`src/rtl/prog_loader_mem.sv`:
```
// prog_loader_mem: program memory with a load phase (IDLE/LOAD/DONE) followed
// by a terminal RUN phase in which a CPU port may read and write the memory.
// Optional feature macro: PROG_CHECKSUM_EN enables the running load checksum;
// without it the checksum port is tied to zero.
module prog_loader_mem #(
  parameter int DATA_W = 8,
  parameter int ADDR_W = 5
) (
  input  logic              clock,
  input  logic              reset,
  input  logic [DATA_W-1:0] prog_data_in,
  input  logic [ADDR_W-1:0] prog_addr,
  input  logic              prog_write_enable,
  input  logic              start_execution,
  input  logic [ADDR_W-1:0] cpu_addr,
  input  logic [DATA_W-1:0] cpu_wdata,
  input  logic              cpu_we,
  input  logic              cpu_re,
  output logic [DATA_W-1:0] cpu_rdata,
  output logic              cpu_rvalid,
  output logic              load_done,
  output logic              exec_enable,
  output logic [ADDR_W:0]   load_count,
  output logic              prog_error,
  output logic [DATA_W-1:0] checksum
);

  localparam int DEPTH = 2 ** ADDR_W;
  localparam logic [ADDR_W:0] CNT_MAX = (ADDR_W + 1)'(DEPTH);
  localparam logic [ADDR_W:0] CNT_ONE = (ADDR_W + 1)'(1);

  typedef enum logic [1:0] {S_IDLE, S_LOAD, S_DONE, S_RUN} state_t;

  state_t            r_state;
  logic [DATA_W-1:0] r_mem [DEPTH];
  logic [DATA_W-1:0] r_cpu_rdata;
  logic              r_cpu_rvalid;
  logic              r_load_done;
  logic              r_exec_enable;
  logic [ADDR_W:0]   r_load_count;
  logic              r_prog_error;

  logic w_in_run;
  logic w_load_wr;
  logic w_cpu_wr;
  logic w_cpu_rd;

  // Load writes are accepted in every phase except RUN; reset blocks all writes.
  assign w_in_run  = (r_state == S_RUN);
  assign w_load_wr = prog_write_enable && !w_in_run && !reset;
  assign w_cpu_wr  = cpu_we && w_in_run && !reset;
  assign w_cpu_rd  = cpu_re && w_in_run;

  function automatic logic [ADDR_W:0] sat_inc(input logic [ADDR_W:0] c);
    return (c == CNT_MAX) ? c : c + CNT_ONE;
  endfunction

  // Memory array: never reset; load port and CPU port are active in disjoint phases.
  always_ff @(posedge clock) begin
    if (w_load_wr)
      r_mem[prog_addr] <= prog_data_in;
    else if (w_cpu_wr)
      r_mem[cpu_addr] <= cpu_wdata;
  end

  // Registered CPU read; a same-cycle write is seen only by later reads.
  always_ff @(posedge clock) begin
    if (reset) begin
      r_cpu_rvalid <= 1'b0;
      r_cpu_rdata  <= '0;
    end else begin
      r_cpu_rvalid <= w_cpu_rd;
      if (w_cpu_rd)
        r_cpu_rdata <= r_mem[cpu_addr];
    end
  end

  // Phase FSM with registered status outputs.
  always_ff @(posedge clock) begin
    if (reset) begin
      r_state       <= S_IDLE;
      r_load_done   <= 1'b0;
      r_exec_enable <= 1'b0;
      r_load_count  <= '0;
      r_prog_error  <= 1'b0;
    end else begin
      case (r_state)
        S_IDLE: begin
          if (prog_write_enable) begin
            r_load_count <= CNT_ONE;
            r_state      <= S_LOAD;
          end
        end
        S_LOAD: begin
          if (prog_write_enable) begin
            r_load_count <= sat_inc(r_load_count);
          end else begin
            r_load_done <= 1'b1;
            r_state     <= S_DONE;
          end
        end
        S_DONE: begin
          // A reload takes precedence over a simultaneous start request.
          if (prog_write_enable) begin
            r_load_count <= CNT_ONE;
            r_load_done  <= 1'b0;
            r_state      <= S_LOAD;
          end else if (start_execution) begin
            r_exec_enable <= 1'b1;
            r_state       <= S_RUN;
          end
        end
        S_RUN: begin
          if (prog_write_enable)
            r_prog_error <= 1'b1;
        end
        default: r_state <= S_IDLE;
      endcase
    end
  end

`ifdef PROG_CHECKSUM_EN
  logic [DATA_W-1:0] r_checksum;

  // Running sum of accepted load words; a reload from DONE restarts the sum.
  always_ff @(posedge clock) begin
    if (reset)
      r_checksum <= '0;
    else if (w_load_wr) begin
      if (r_state == S_DONE)
        r_checksum <= prog_data_in;
      else
        r_checksum <= r_checksum + prog_data_in;
    end
  end

  assign checksum = r_checksum;
`else
  assign checksum = '0;
`endif

  assign cpu_rdata   = r_cpu_rdata;
  assign cpu_rvalid  = r_cpu_rvalid;
  assign load_done   = r_load_done;
  assign exec_enable = r_exec_enable;
  assign load_count  = r_load_count;
  assign prog_error  = r_prog_error;

endmodule
```
`config.mk`:
```
export PLATFORM = sky130hd
export DESIGN_NAME = prog_loader_mem
export DESIGN_NICKNAME = d
export VERILOG_FILES = /design/src/rtl/prog_loader_mem.sv
export SDC_FILE = /design/constraint.sdc
export NUM_CORES = 1
export LEC_CHECK = 0
export ABC_AREA = 1
export BUFFER_PORTS_ARGS = -buffer_cell sky130_fd_sc_hd__buf_2
export CELL_PAD_IN_SITES_DETAIL_PLACEMENT = 1
export CELL_PAD_IN_SITES_GLOBAL_PLACEMENT = 1
export CORE_MARGIN = 10
export CORE_UTILIZATION = 49
export DETAILED_ROUTE_END_ITERATION = 12
export GPL_TIMING_DRIVEN = 0
export MAX_ROUTING_LAYER = met4
export PLACE_DENSITY = 0.82
export SYNTH_ARGS = -nofsm -noshare
export SYNTH_HDL_FRONTEND = slang
export SYNTH_SLANG_ARGS = --single-unit
```
`constraint.sdc`:
```
create_clock -name clock -period 3 [get_ports clock]
set_input_delay 0.3 -clock clock [delete_from_list [all_inputs] [get_ports clock]]
set_output_delay 0.3 -clock clock [all_outputs]
set_load 0.05 [all_outputs]
```
Yosys cells after proc, flatten, opt, wreduce, memory -nomap -nowiden
Memories as Yosys holds them, arrays and structs flattened. A register that Yosys moved wholly into a read port is not among the register bits.
Index checks and enable logic that the tools add are counted.

word-level totals
  bits in registers = 12
  bits in writable memories = 256
  input port bits = 32
  output and inout port bits = 26
  memories = 1

memory list
  name   depth  width  read ports  clocked after Yosys merged registers in  wr ports  line  text
  r_mem  32     8      1           1                                        1         35    logic [DATA_W-1:0] r_mem [DEPTH];

cells by class
  add/sub/neg operators = 1
  equal/unequal tests = 11
  multiplexer cells = 20
  bitwise gates (word level) = 1
  reductions and logical operators = 18

operators with widths
  cell                                                                   number
  6-bit 2-to-1 mux                                                       3
  6-bit one-hot mux with 2 select lines                                  1
  2-bit != test, second input constant                                   5
  1-bit 2-to-1 mux                                                       8
  2-bit 2-to-1 mux                                                       4
  8-bit 2-to-1 mux                                                       1
  4-bit AND reduction                                                    2
  8-bit OR reduction                                                     1
  6-bit by 1-bit adder with 6-bit output, second input constant          1
  6-bit equality test, second input constant                             1
  2-bit one-hot mux with 3 select lines                                  1
  3-bit AND reduction                                                    2
  1-bit logical AND                                                      5
  5-bit 2-to-1 mux                                                       1
  2-bit equality test, second input constant                             2
  2-bit nonzero test                                                     2
  3-bit != test, second input constant                                   1
  3-bit nonzero test                                                     1
  2-bit by 1-bit equality test with 1-bit output, second input constant  1
  1-bit zero test                                                        2
  2-bit zero test                                                        1
  2-bit by 1-bit != test with 1-bit output, second input constant        1
  1-bit one-hot mux with 2 select lines                                  1
  2-bit AND reduction                                                    1
  other kinds (2)                                                        2

Depth between registers and ports, before layout
  word-level depth = 8
  gate-level depth with buffers = 11
  depth with buffers taken out = 10

Worst setup path after synthesis
Ideal clock, no wire load.

  path kind = reg2reg
  start point = register r_state[0]
  end point = memory r_mem[10][0] (enable)
  setup time = 0.370 ns
  arrival time = 1.745 ns
  path slack = 0.885 ns
  cell stages (with the launch flop) = 7
  path buffers = 1
  clock period less this slack = 2.115 ns
  cells stage by stage = dfxtp_1 -> ha_1 -> nand3_4 -> buf_6 -> o31ai_2 -> nand3_2 -> nor2_1

on the way
  longest elaborated chain between the ends = 8

ends and longest elaborated chain
  element                                                         line    text
  from (decl)                                                     34      state_t r_state;
  from (signal assigned)                                          81      r_state <= S_IDLE;
  from (signal assigned)                                          91      r_state <= S_LOAD;
  from (signal assigned)                                          99      r_state <= S_DONE;
  2-bit equality test *                                           49      assign w_in_run = (r_state == S_RUN);
  1-bit logical AND or 1-bit zero test (tied branches)            51, 50
  1-bit logical AND (on tied branches)                            51, 50
  1-bit 2-to-1 mux or 1-bit logical AND (tied branches)           62, 50
  1-bit 2-to-1 mux                                                60      if (w_load_wr)
  1-bit 2-to-1 mux (not written as such)                          63      r_mem[cpu_addr] <= cpu_wdata;
  8-bit OR reduction (no line)                                    --
  5-bit 2-to-1 mux (no line) or 1-bit 2-to-1 mux (tied branches)  --
  to (decl)                                                       35

Mark *: on every way between the ends. The rest lies on a longest branch, timed or not.

Worst setup path in the final report
  start point = register r_state[0]
  end point = memory r_mem[4][3] (enable)

Same word-level chain as after synthesis.

==> out/qor.yml <==
outcome: "completed"
drtAntennaViolNets: 0
start_util_pct: 49.6
dp.cells: 1419
synth-main-ff-cell: "edfxtp_1"
start_kind: "register"
synth_top_area_cell: "edfxtp_1"
power_density_nw_per_um2: 664
fmax_mhz: 338
synthCells: 1047
required_ns: 3.17
die_area_um2: 30200
cp-end-kind: "register"
hold_path.class: "primary input to register"
setup.worst_path.class: "register to register"
htreeDepth: 1
drive_gt1_share_pct: 13.5
synth_edf_count: 256
switching_share_pct: 25.0
ys_ff_latch: 276
hold_path.startpoint: "start_execution"
worst_pin_slew_ns: 0.977
period_share_pct: 98.5
nets: 1170
drc: 0
syn_area_per_cell_um2: 11.1
antenna_found_initial: 0
finalCriticalPeriod_ns: 2.95
stdcell_count: 1472
io_buffers: 46
holdPathStages: 3
viasPerCell: 5.87
p_leak_nw: 4.98
synth_top_cells_by_count: "nand2_1, edfxtp_1, nand3_1"
grt_usage_pct: 24.5
cts_root_buf: "clkbuf_16"
grt_max_degree: 33
die_h_um: 174
cts.sinks: 276
timing_hold_violations_final: 0
cts_tree: "built"
grt_overflow_total: 0
clock_path_buffers: 3
rows: 56
drv_slew: 0
area.sequential_um2: 8090
power_frac_seq_pct: 49.2
io_pins: 58
setup_viol: 0
fin_total_pwr_mw: 8.76
path_clk_slew_ns: 0.07
synth_top_area_share_pct: 66.4
r2r_end: "r_mem[4][3]$_DFFE_PP_"
ys_types: 28
tns_ns: 0
cp_max_fo: 10
syn_to_final_growth_pct: 13.8
setup_ws_ns: 0.0451
rrSetupSlack_ns: 0.05
hpwl_um: 23900
insertion_delay_ns: 0.56
ctsHoldBuffers: 0
yosys_warnings: 0
drt-total-wl_um: 36800
drtIter0Drc: 859
synth_area_um2: 11600
vias: 8637
p_comb_share_pct: 9.9
grt_pass1_wl_um: 55000
firstDrtPassIters: 5
internal-power_mw: 6.57
ir_worst_vdd_mv: 0.520
hold_end: "exec_enable$_SDFFE_PP0P_"
grt_pass1_vias: 9124
die_x_um: 174
fin_worst_skew_ns: 0.0217
pre_cts_ws_ns: 0.0791
max_slew_margin_pct: 34.6
routabilityCongestion: 0.920
core_region_area_um2: 23300
wire_per_inst_um: 25.0
r2r_cells: 6
rr_startpoint: "r_state[0]$_SDFFE_PP0P_"
drv_cap: 0
rsz0062_at_grt: "true"
yosys.cell_count.top_type: "nand2_1"
fill_cells: 2495
seq_area_frac_synth_pct: 69.8
multi_input_comb_area_um2: 3110
netlist_top_cells_area: "edfxtp_1, nand2_1, nand3_1"
p_sw_mw: 2.19
synth-async-reset-ratio_pct: 0
cp_data_arrival_time_ns: 3.13
power_frac_clock_pct: 40.9
numCtsBuffers: 28
## state kept, by name, indices dropped and copies added (netlist names)
register	count
prog_error	1
cpu_rvalid	1
r_mem	256
cpu_rdata	8
r_state	2
load_count	6
exec_enable	1
load_done	1
## routing by layer
metal | global-route usage [%] | wire, µm
met3 | 3.62 | 2630
met4 | 10.9 | 1540
met5 | - | 0
met2 | 40.0 | 18100
met1 | 29.8 | 14500
## power groups by stage
stage          registers (mW)  clock network [mW]  logic, mW
6_report                 4.31                3.58      0.871
5_1_grt                  4.31                3.74      0.939
4_1_cts                  4.31                3.57      0.857
3_5_place_dp             4.39                   0      0.838
3_3_place_gp             4.38                   0      0.802
2_1_floorplan            4.45                   0      0.463
## critical path, cell delays in order (launching register included)
cell	delay, ns
dfxtp_1	0.44
ha_1	0.33
nand3_4	0.19
buf_6	0.20
o31ai_2	0.16
nand3_2	0.39
nor2_1	0.86
## through the flow
stage / hold slack, ns / cell area (µm²) / utilization (%)
CTS: 0.0367 / 13200 / 56.4
floorplan: 0.369 / 11600 / -
global route: 0.0453 / 13200 / 56.5
global placement: 0.439 / 12200 / 52.4
finish: 0.0428 / 13200 / 56.5
detailed placement: 0.450 / 12200 / 52.4
## cell families after synthesis
kind of cell / count (synthesis) / share of synthesized area (%)
AOI/OAI and AO/OA: 39 / 1.84
xor gates and xnor gates: 3 / 0.227
adders and majority gates: 8 / 0.864
buffers and inverters: 91 / 3.64
DFF: 276 / 69.8
muxes: 8 / 0.778
other: 1 / 0.0324
and+or+nand+nor: 621 / 22.8
## placed cells by master, fill, tap and decap left out, types with 2 or more instances in the layout
cell       count
nand2_1      354
edfxtp_1     256
nand3_1      211
buf_2         80
nor2_1        44
clkbuf_16     29
inv_1         24
dfxtp_1       20
clkbuf_1      15
a21oi_1       15
o21ai_0       14
clkinv_2      10
mux2_2         8
buf_1          8
ha_1           8
buf_4          8
conb_1         8
clkinv_1       7
o21ai_1        5
nor2_2         5
nand3_2        4
bufinv_16      4
inv_2          3
nand4_1        2
xor2_1         2
a211oi_1       2
## final cells by class
cell class / count / share of cell area (%)
sequential: 276 / 61.4
multi-input combinational: 687 / 23.6
clock buffer: 32 / 5.59
tap: 319 / 3.03
buffer: 63 / 2.40
timing repair buffer: 46 / 1.75
clock inverter: 20 / 1.46
inverter: 28 / 0.797
antenna: 1 / 0.0190
## what timing repair did
item                       in CTS  in global routing
resized for setup               0                  5
buffers inserted                0                  0
setup endpoints to repair       0                 70
## how the worst max path moves through the flow
stage                       startpoint                endpoint  slack [ns]  cells past startpoint
2_1_floorplan  r_state[0]$_SDFFE_PP0P_  r_mem[10][0]$_DFFE_PP_        0.88                      6
3_3_place_gp   r_state[0]$_SDFFE_PP0P_  r_mem[24][1]$_DFFE_PP_        0.16                      6
3_5_place_dp   r_state[0]$_SDFFE_PP0P_  r_mem[24][6]$_DFFE_PP_        0.08                      6
4_1_cts        r_state[0]$_SDFFE_PP0P_  r_mem[24][5]$_DFFE_PP_        0.05                      6
5_1_grt        r_state[0]$_SDFFE_PP0P_  r_mem[25][5]$_DFFE_PP_       -0.07                      6
6_report       r_state[0]$_SDFFE_PP0P_   r_mem[4][3]$_DFFE_PP_        0.05                      6
(Power assumes the default switching activity.)
